### src/rtl/stall_ctrl_pkg.sv
// rtl/stall_ctrl_pkg.sv - shared encodings, defaults and hazard helper for stall_ctrl
package stall_ctrl_pkg;

    localparam logic [1:0] TUSE_NONE        = 2'd3;
    localparam int         MULT_CYCLES_DEF  = 5;
    localparam int         DIV_CYCLES_DEF   = 10;

    typedef enum logic {
        MD_IDLE = 1'b0,
        MD_BUSY = 1'b1
    } md_state_t;

    // A source in D must wait if a pending writer of the same register
    // produces its value later than D consumes it; $0 never conflicts.
    function automatic logic src_hazard(
        input logic [4:0] src,
        input logic [1:0] tuse,
        input logic [4:0] e_a3,
        input logic [1:0] e_tnew,
        input logic [4:0] m_a3,
        input logic [1:0] m_tnew
    );
        return (src != 5'd0) &&
               (((src == e_a3) && (tuse < e_tnew)) ||
                ((src == m_a3) && (tuse < m_tnew)));
    endfunction

endpackage

### src/rtl/stall_ctrl_if.sv
// rtl/stall_ctrl_if.sv - pipeline hazard inputs and stall outputs of stall_ctrl
interface stall_ctrl_if;
    logic [4:0]  D_rs;
    logic [4:0]  D_rt;
    logic [1:0]  D_Tuse_rs;
    logic [1:0]  D_Tuse_rt;
    logic [4:0]  E_A3;
    logic [4:0]  M_A3;
    logic [1:0]  E_Tnew;
    logic [1:0]  M_Tnew;
    logic        D_is_md;
    logic        E_md_start;
    logic        E_md_div;
    logic        PC_WrEn;
    logic        FD_WrEn;
    logic        DE_flush;
    logic        md_busy;
    logic [3:0]  md_cnt;
    logic [31:0] stall_cnt;

    modport master (
        output D_rs, D_rt, D_Tuse_rs, D_Tuse_rt, E_A3, M_A3, E_Tnew, M_Tnew,
        output D_is_md, E_md_start, E_md_div,
        input  PC_WrEn, FD_WrEn, DE_flush, md_busy, md_cnt, stall_cnt
    );

    modport slave (
        input  D_rs, D_rt, D_Tuse_rs, D_Tuse_rt, E_A3, M_A3, E_Tnew, M_Tnew,
        input  D_is_md, E_md_start, E_md_div,
        output PC_WrEn, FD_WrEn, DE_flush, md_busy, md_cnt, stall_cnt
    );
endinterface

### src/rtl/stall_ctrl_md_timer.sv
// rtl/stall_ctrl_md_timer.sv - busy timer modelling the multi-cycle mult/div unit
module md_timer
    import stall_ctrl_pkg::*;
#(
    parameter int MULT_CYCLES = MULT_CYCLES_DEF,
    parameter int DIV_CYCLES  = DIV_CYCLES_DEF
) (
    input  logic       clk,
    input  logic       reset,
    input  logic       start_i,
    input  logic       div_i,
    output logic       md_busy_o,
    output logic [3:0] md_cnt_o
);

    localparam logic [3:0] MULT_LOAD = 4'(MULT_CYCLES);
    localparam logic [3:0] DIV_LOAD  = 4'(DIV_CYCLES);

    md_state_t  state_q, state_d;
    logic [3:0] cnt_q, cnt_d;

    always_ff @(posedge clk or posedge reset) begin
        if (reset) begin
            state_q <= MD_IDLE;
            cnt_q   <= 4'd0;
        end else begin
            state_q <= state_d;
            cnt_q   <= cnt_d;
        end
    end

    // A start seen while busy is dropped; the D-stage stall keeps it from happening.
    always_comb begin
        state_d = state_q;
        cnt_d   = cnt_q;
        case (state_q)
            MD_IDLE: begin
                if (start_i) begin
                    state_d = MD_BUSY;
                    cnt_d   = div_i ? DIV_LOAD : MULT_LOAD;
                end
            end
            MD_BUSY: begin
                if (cnt_q == 4'd1) begin
                    state_d = MD_IDLE;
                    cnt_d   = 4'd0;
                end else begin
                    cnt_d = cnt_q - 4'd1;
                end
            end
            default: begin
                state_d = MD_IDLE;
                cnt_d   = 4'd0;
            end
        endcase
    end

    always_comb begin
        md_busy_o = (state_q == MD_BUSY);
        md_cnt_o  = cnt_q;
    end

endmodule

### src/rtl/stall_ctrl.sv
// rtl/stall_ctrl.sv - D-stage stall generation from register and mult/div hazards
module stall_ctrl
    import stall_ctrl_pkg::*;
#(
    parameter int MULT_CYCLES = MULT_CYCLES_DEF,
    parameter int DIV_CYCLES  = DIV_CYCLES_DEF
) (
    input  logic         clk,
    input  logic         reset,
    stall_ctrl_if.slave  bus
);

    logic        hz_rs, hz_rt, hz_md, stall;
    logic        md_busy;
    logic [3:0]  md_cnt;
    logic [31:0] stall_cnt_q, stall_cnt_d;

    md_timer #(
        .MULT_CYCLES (MULT_CYCLES),
        .DIV_CYCLES  (DIV_CYCLES)
    ) u_md_timer (
        .clk       (clk),
        .reset     (reset),
        .start_i   (bus.E_md_start),
        .div_i     (bus.E_md_div),
        .md_busy_o (md_busy),
        .md_cnt_o  (md_cnt)
    );

    // Purely combinational so the stall takes effect in the same cycle, even under reset.
    always_comb begin
        hz_rs = src_hazard(bus.D_rs, bus.D_Tuse_rs, bus.E_A3, bus.E_Tnew, bus.M_A3, bus.M_Tnew);
        hz_rt = src_hazard(bus.D_rt, bus.D_Tuse_rt, bus.E_A3, bus.E_Tnew, bus.M_A3, bus.M_Tnew);
        hz_md = bus.D_is_md & (md_busy | bus.E_md_start);
        stall = hz_rs | hz_rt | hz_md;
    end

    always_comb begin
        stall_cnt_d = stall ? stall_cnt_q + 32'd1 : stall_cnt_q;
    end

    always_ff @(posedge clk or posedge reset) begin
        if (reset) begin
            stall_cnt_q <= 32'd0;
        end else begin
            stall_cnt_q <= stall_cnt_d;
        end
    end

    assign bus.PC_WrEn   = ~stall;
    assign bus.FD_WrEn   = ~stall;
    assign bus.DE_flush  = stall;
    assign bus.md_busy   = md_busy;
    assign bus.md_cnt    = md_cnt;
    assign bus.stall_cnt = stall_cnt_q;

endmodule

### src/flat_wrapper.sv
// flat-port wrapper written by rule: the top's interface ports become plain ports
module stall_ctrl_flat import stall_ctrl_pkg::*;
#(
    parameter int MULT_CYCLES = MULT_CYCLES_DEF,
    parameter int DIV_CYCLES  = DIV_CYCLES_DEF
)
  (clk, reset, bus_D_rs, bus_D_rt, bus_D_Tuse_rs, bus_D_Tuse_rt, bus_E_A3, bus_M_A3, bus_E_Tnew, bus_M_Tnew, bus_D_is_md, bus_E_md_start, bus_E_md_div, bus_PC_WrEn, bus_FD_WrEn, bus_DE_flush, bus_md_busy, bus_md_cnt, bus_stall_cnt);
  stall_ctrl_if bus_i ();
  input  logic clk;
  input  logic reset;
  input wire logic [$bits(bus_i.D_rs)-1:0] bus_D_rs;
  input wire logic [$bits(bus_i.D_rt)-1:0] bus_D_rt;
  input wire logic [$bits(bus_i.D_Tuse_rs)-1:0] bus_D_Tuse_rs;
  input wire logic [$bits(bus_i.D_Tuse_rt)-1:0] bus_D_Tuse_rt;
  input wire logic [$bits(bus_i.E_A3)-1:0] bus_E_A3;
  input wire logic [$bits(bus_i.M_A3)-1:0] bus_M_A3;
  input wire logic [$bits(bus_i.E_Tnew)-1:0] bus_E_Tnew;
  input wire logic [$bits(bus_i.M_Tnew)-1:0] bus_M_Tnew;
  input wire logic [$bits(bus_i.D_is_md)-1:0] bus_D_is_md;
  input wire logic [$bits(bus_i.E_md_start)-1:0] bus_E_md_start;
  input wire logic [$bits(bus_i.E_md_div)-1:0] bus_E_md_div;
  output wire logic [$bits(bus_i.PC_WrEn)-1:0] bus_PC_WrEn;
  output wire logic [$bits(bus_i.FD_WrEn)-1:0] bus_FD_WrEn;
  output wire logic [$bits(bus_i.DE_flush)-1:0] bus_DE_flush;
  output wire logic [$bits(bus_i.md_busy)-1:0] bus_md_busy;
  output wire logic [$bits(bus_i.md_cnt)-1:0] bus_md_cnt;
  output wire logic [$bits(bus_i.stall_cnt)-1:0] bus_stall_cnt;
  assign bus_i.D_rs = bus_D_rs;
  assign bus_i.D_rt = bus_D_rt;
  assign bus_i.D_Tuse_rs = bus_D_Tuse_rs;
  assign bus_i.D_Tuse_rt = bus_D_Tuse_rt;
  assign bus_i.E_A3 = bus_E_A3;
  assign bus_i.M_A3 = bus_M_A3;
  assign bus_i.E_Tnew = bus_E_Tnew;
  assign bus_i.M_Tnew = bus_M_Tnew;
  assign bus_i.D_is_md = bus_D_is_md;
  assign bus_i.E_md_start = bus_E_md_start;
  assign bus_i.E_md_div = bus_E_md_div;
  assign bus_PC_WrEn = bus_i.PC_WrEn;
  assign bus_FD_WrEn = bus_i.FD_WrEn;
  assign bus_DE_flush = bus_i.DE_flush;
  assign bus_md_busy = bus_i.md_busy;
  assign bus_md_cnt = bus_i.md_cnt;
  assign bus_stall_cnt = bus_i.stall_cnt;
  stall_ctrl #(.MULT_CYCLES(MULT_CYCLES), .DIV_CYCLES(DIV_CYCLES)) u_core (.clk(clk), .reset(reset), .bus(bus_i));
endmodule
### config.mk
export PLATFORM = sky130hd
export DESIGN_NAME = stall_ctrl_flat
export DESIGN_NICKNAME = d
export VERILOG_FILES = /design/src/rtl/stall_ctrl_pkg.sv /design/src/rtl/stall_ctrl_if.sv /design/src/rtl/stall_ctrl_md_timer.sv /design/src/rtl/stall_ctrl.sv /design/src/flat_wrapper.sv
export SDC_FILE = /design/constraint.sdc
export NUM_CORES = 1
export LEC_CHECK = 0
export CORE_AREA = 8 8 93 95
export DETAILED_ROUTE_END_ITERATION = 16
export DIE_AREA = 0 0 101 103
export HOLD_SLACK_MARGIN = 0.06
export PLACE_DENSITY_LB_ADDON = 0.08
export SETUP_SLACK_MARGIN = 0.02
export SLEW_MARGIN = 20
export SYNTH_ARGS = -nofsm -noshare
export SYNTH_HDL_FRONTEND = slang
export SYNTH_SLANG_ARGS = --single-unit
export TNS_END_PERCENT = 50
### constraint.sdc
create_clock -name clk -period 2.1 [get_ports clk]
set_clock_uncertainty 0.15 [all_clocks]
set_input_delay 0.42 -clock clk [delete_from_list [all_inputs] [get_ports clk]]
set_output_delay 0.42 -clock clk [all_outputs]
set_load 0.01 [all_outputs]
==> metrics.txt, run 1 <==
status complete, but fails checks; failing checks negative setup slack; Power Dens Cells 748 mW/mm²; mux cell area share after synthesis 0.00533; Syn. warnings 0; CTS buffer count 5; cell taking the most area after synthesis dfrtp_1; die width 101 µm; initial drt markers 47; Post-Synth XOR/XNOR Area 0.211; layout cell share with drive strength beyond 1 0.277; vias in the first global route 1,928; Final Cycle Share 1.06; Detailed Route WL 6.09 mm; n_diodes 0; Seq cells post-synth 37; compound-gate portion of the synthesized area 0.0450; largest net degree at the start of global routing 38; Setup Crit Path Kind input pin to output port; Clock Sinks 37; H-tree depth 2; Yosys top cell area share 0.438; Arrival @ worst endpoint ~1700 ps; Util after Layout 0.479; clock-pin slew on the worst setup and hold paths 80 ps; top post-synthesis cells by area dfrtp_1 44%, xnor2_1 17%, nand4_1 5.0%; Async SR Flop Fraction 1.00; CTS tree done; worst-margin pin slew 491 ps; DRC Markers 0; total track usage 0.115; CTS Root Buffer Type clkbuf_8; sequential power share 0.369; CP top delay family compound AO/OA/AOI/OAI gates; Syn Nets 250; count leader, synth xnor2_1; Die Height 103 µm; vias after detailed routing 1,873; Critical Path RT 1530 ps; commonest cells in the netlist 40 x xnor2_1, 37 x dfrtp_1, 17 x nand4_1; Placed Cells 395; register area share after synthesis 0.438; Final Instance Area 0.00342 mm²; post-synth cell types 32; core area roughly 0.0071 mm²; critical-path cell list buf_8, ha_4, a2111oi_4, nand4_1, a21oi_2, nor3_4, inv_2, buf_6; first-pass GRT wire length 9.48 mm; DRT Pass-1 Iters 4; initial antenna violation count 0; startpoint types input pin; Max Transition Viols Final 0; Peak supply drop 0.000526 V; largest family of logic cells by synthesized area XOR/XNOR gates; Synth Area in Adders 0.0414; clk_lat worst skew slightly below 300 ps; Longest Clk Path Bufs 2; CP max stage cell a2111oi_4; Area after DPL 0.00314 mm²; mean post-synth cell area 10.1 µm²; crit end category output port; Gate power share 0.383; number of port buffers 72; Layout Cells excl Fill 409; Wirelength per Cell 14.9 µm; Slew HR 0.672; RSZ-0062 raised after global routing true; Synth Area in Simple Gates 0.210; worst path buffer plus inverter count 3; DRT antenna net count 0; gpl congestion around 0.85; P_int ~1.8 mW; Clock power frac 0.248; final global-route overflow total 0; Fmax 451 MHz; Min-Delay Path Class flip-flop to flip-flop; Hold Violations, Final 0; hold slack 324 ps; switching share of power 0.313; # rows 31; final setup fails 5; DP Wirelength 4.41 mm; Initial Util 0.296; NetSw 801 µW; die area 0.0104 mm²; area of the mapped netlist 0.00211 mm²; total I/O pin count 73; Cells after Synth 210; Lkg Pwr 1.48 nW; CP Max Fanout 4; number of flops mapped to enable cells by yosys 0; Final WS setup -116 ps; drt via density approximately 4.6; crit-path max cell delay 290 ps; Tmin final 2220 ps; Top FF cell, synth dfrtp_1; Final nets around 350; Maximum Capacitance Violations 0; Area Growth Syn to Fin 61.8%; hold_buf cts 0
==> routing by layer <==
metal | GRT usage | vias to the layer above | share of wire
met5 | 0 | - | 0
met1 | 0.139 | 902 | 0.44
met3 | 0.0412 | 5 | 0.068
met4 | 0.0241 | 0 | 0.0067
met2 | 0.191 | 46 | 0.48
li1 | - | 920 | -
==> flip-flops by register name (all words and copies together) (netlist names) <==
name / flops
u_core.u_md_timer.md_busy_o: 1
u_core.u_md_timer.md_cnt_o: 4
u_core.bus.stall_cnt: 32
==> path summary, 6_finish.rpt <==
path                                                from                       end  slack [ps]  cells after the start
worst max-delay path                    bus_D_Tuse_rt[1]              bus_DE_flush        -120                      8
worst min-delay path            u_core.bus.stall_cnt[31]  u_core.bus.stall_cnt[31]         320                      1
worst max register to register   u_core.bus.stall_cnt[0]  u_core.bus.stall_cnt[24]         190                      7
worst min register to register  u_core.bus.stall_cnt[31]  u_core.bus.stall_cnt[31]         320                      1
max in group asynchronous                          reset  u_core.bus.stall_cnt[28]        1050                      3
min in group asynchronous                          reset   u_core.bus.stall_cnt[4]         410                      3
==> placed cells by master, fill, tap and decap left out, types with 2 or more instances in the layout <==
| cell | n |
|---|---|
| xor2_2 | 5 |
| buf_2 | 11 |
| o21ai_0 | 3 |
| xnor2_1 | 40 |
| xor2_1 | 6 |
| clkbuf_16 | 2 |
| clkdlybuf4s50_1 | 41 |
| nor2_1 | 7 |
| nand4_1 | 17 |
| and3_1 | 10 |
| clkbuf_2 | 4 |
| a2111oi_4 | 2 |
| nand2b_4 | 2 |
| dlygate4sd2_1 | 2 |
| buf_8 | 4 |
| buf_6 | 5 |
| a21oi_2 | 2 |
| nand3_1 | 14 |
| ha_1 | 3 |
| and2_1 | 2 |
| ha_4 | 3 |
| clkdlybuf4s15_2 | 3 |
| dfrtp_1 | 37 |
| buf_4 | 22 |
| nand2_1 | 13 |
| and4_1 | 3 |
| buf_12 | 2 |
| dlymetal6s2s_1 | 2 |
| a21oi_1 | 3 |
| clkbuf_8 | 6 |
| inv_1 | 10 |
| or3_1 | 2 |
==> logic make-up after synthesis <==
group,after synthesis
flip-flops,37
buffers and inverters,20
AO/OA/AOI/OAI,15
multiplexers,1
adder cells (fa/ha/maj),7
XOR/XNOR,51
AND/OR/NAND/NOR,79
==> through the flow <==
stage          power, mW  setup TNS [ps]  setup slack, ps
2_1_floorplan       1.42            -284             -130
3_3_place_gp        1.87          -27540            -1030
3_5_place_dp        1.86          -30790            -1130
4_1_cts             2.52           -1470             -147
5_1_grt             2.73           -2000             -179
6_report            2.56            -316             -116
==> repair_timing <==
action / 4_1_cts / 5_1_grt
endpoints found under the setup margin: 35 / 33
gates resized for setup: 123 / 20
cloned: 0 / 2
endpoints found under the hold margin: 0 / 0
setup buffers: 2 / 2
pin swaps: 20 / 21
==> cell type report <==
| class | instances | area (µm²) |
|---|---|---|
| Fill cell | 709 | 3720 |
| Multi-Input combinational cell | 153 | 1250 |
| Timing Repair Buffer | 99 | 943 |
| Sequential cell | 37 | 926 |
| Tap cell | 99 | 124 |
| Clock buffer | 7 | 86.3 |
| Inverter | 13 | 56.3 |
| Clock inverter | 1 | 30.0 |
==> power groups by stage <==
stage               logic (mW)  clock network, mW  registers [mW]
CTS                      0.912              0.661           0.945
global route              1.07              0.689           0.969
detailed placement       0.905                  0           0.958
floorplan                0.428                  0           0.991
finish                   0.979              0.636           0.944
global placement         0.906                  0           0.960
Note: power is estimated with default switching activity, not from simulation.
==> inputs of run 2 (changes only) <==
--- a/config.mk
+++ b/config.mk
@@ -6,7 +6,7 @@
 export NUM_CORES = 1
 export LEC_CHECK = 0
-export CORE_AREA = 8 8 93 95
+export CORE_AREA = 8 8 118 77
 export DETAILED_ROUTE_END_ITERATION = 16
-export DIE_AREA = 0 0 101 103
+export DIE_AREA = 0 0 126 85
 export HOLD_SLACK_MARGIN = 0.06
 export PLACE_DENSITY_LB_ADDON = 0.08
--- a/constraint.sdc
+++ b/constraint.sdc
@@ -3,3 +3,3 @@
 set_input_delay 0.42 -clock clk [delete_from_list [all_inputs] [get_ports clk]]
 set_output_delay 0.42 -clock clk [all_outputs]
-set_load 0.01 [all_outputs]
+set_load 0.005 [all_outputs]
==> metrics.txt, run 2 (same netlist as run 1, synthesis figures left out) <==
Clock Sinks 37; final setup fails 8; layout cell share with drive strength beyond 1 0.268; Final nets 350; CTS tree done; gpl congestion 0.831; drt via density 4.53; CP max stage cell nor4_2; R2R Setup Slk 230 ps; crit path from bus_E_A3[2]; largest net degree at the start of global routing 38; Worst Hold Path Cells 1; Detailed Route WL 6.23 mm; Pwr Total 2.57 mW; H-tree depth 2; Min-Delay Path Class flip-flop to flip-flop; Setup Crit Path Kind input pin to output port; total I/O pin count 73; Arrival @ worst endpoint 1680 ps; DP Wirelength approximately 5 mm; crit end category output port; hold_sp u_core.bus.stall_cnt[31]; Final Cycle Share 1.07; Final Instance Area 0.00341 mm²; Filler Cell Count 732; Initial Util 0.284; most frequent cells in the layout 41 x clkdlybuf4s50_1, 38 x xnor2_1, 37 x dfrtp_1, 23 x buf_4, 17 x nand4_1; Fmax 445 MHz; Longest Clk Path Bufs 2; CP Max Fanout 4; startpoint types input pin; Lkg Pwr ~1.5 nW; clock-pin slew on the worst setup and hold paths ~50 ps; Area after DPL 0.00319 mm²; n_diodes 0; Die Height 85 µm; # rows 25; FF-to-FF path depth 7; core area 0.00744 mm²; total track usage 0.120; first-pass GRT wire length 10.3 mm; Peak supply drop 0.000503 V; CTS buffer count 5; Max Transition Viols Final 0; Util after Layout 0.458; initial antenna violation count 0; max reg flops 32; Maximum Capacitance Violations 0; most common cell after layout, fill and taps aside clkdlybuf4s50_1; Slew HR 0.672; die width 126 µm; die area around 0.011 mm²; final global-route overflow total 0; Min-Delay Endpoint u_core.bus.stall_cnt[31]; Critical Path RT 1530 ps; worst-margin pin slew approximately 490 ps; crit-path max cell delay 270 ps; Wirelength per Cell 15.4 µm; CTS Root Buffer Type clkbuf_16; DRC Markers 0; sum of negative setup slack -442 ps; critical-path cell list dlygate4sd2_1, xor2_1, nor4_2, nand4_1, a21oi_2, nor3_4, inv_2, buf_6; r2r startpoint u_core.bus.stall_cnt[12]; Final WS setup -145 ps; DRT antenna net count 0; RSZ-0062 raised after global routing true; Area Growth Syn to Fin 61.4%; DRT Pass-1 Iters 4; Tmin final ~2200 ps; failing checks negative setup slack; clk_lat worst skew 270 ps; hold slack between 300 and 400 ps; capture point of the worst reg-to-reg path u_core.bus.stall_cnt[31]; Power Dens Cells 752 mW/mm²; hold_buf cts 0; vias in the first global route 1,920; initial drt markers 60; number of port buffers 72; status complete, but fails checks; Hold Violations, Final 0; vias after detailed routing between 1,500 and 2,000
[run 2: cell types whose count changed in the layout (fill, tap and decap cells not counted), sizes merged]
| cell | previous run | this run |
|---|---|---|
| clkinv | 0 | 1 |
| clkbuf | 13 | 14 |
| clkdlybuf4s15 | 4 | 2 |
| buf | 44 | 40 |
| bufinv | 1 | 0 |
| inv | 13 | 12 |
| dlygate4sd2 | 2 | 8 |
[run 2: final cells by class]
type	count	area [µm²]	share of cell area
multi-input cells	153	1260	0.371
flip-flops and latches	37	926	0.271
repair buffers	100	903	0.265
clock buffers	7	143	0.0418
well taps	94	118	0.0345
inverters	13	56.3	0.0165
[run 2: worst max-delay path: cells and delay by family]
kind,cells,cell delay (ps)
xor gates and xnor gates,1,160
and+or+nand+nor,3,480
buffers and inverters,3,420
AOI/OAI and AO/OA,1,200
[run 2: where the power goes]
| part | total [mW] | switching (mW) | leakage, nW | internal [mW] |
|---|---|---|---|---|
| Sequential | 0.952 | 0.122 | 0.493 | 0.829 |
| Clock | 0.726 | 0.261 | 0.0700 | 0.466 |
| Combinational | 0.888 | 0.399 | 0.926 | 0.489 |
| Total | 2.57 | 0.782 | 1.49 | 1.78 |
[run 2: layer usage]
| metal | part of all wire | vias to the layer above | global-route usage |
|---|---|---|---|
| met4 | 0.0053 | 0 | 0.0261 |
| met2 | 0.43 | 29 | 0.170 |
| met5 | 0 | - | 0 |
| met1 | 0.52 | 871 | 0.171 |
| met3 | 0.043 | 4 | 0.0375 |
| li1 | - | 925 | - |
[run 2: worst max-delay path by stage]
| stage | endpoint | slack (ps) |
|---|---|---|
| after floorplan | bus_DE_flush | -90 |
| after global placement | bus_DE_flush | -1070 |
| after detailed placement | bus_DE_flush | -1080 |
| after CTS | bus_DE_flush | -180 |
| after global routing | bus_DE_flush | -200 |
| final | bus_DE_flush | -150 |
[run 2: through the flow]
stage          std cells  setup slack, ps
6_report             404             -145
5_1_grt              404             -205
4_1_cts              403             -180
3_5_place_dp         395            -1080
3_3_place_gp         395            -1070
2_1_floorplan        210            -85.2
[run 2: repair_timing]
action                     in CTS  in global routing
pin swaps                      17                 21
buffers inserted                1                  1
setup endpoints to repair      35                 33
gates resized for setup        90                 29
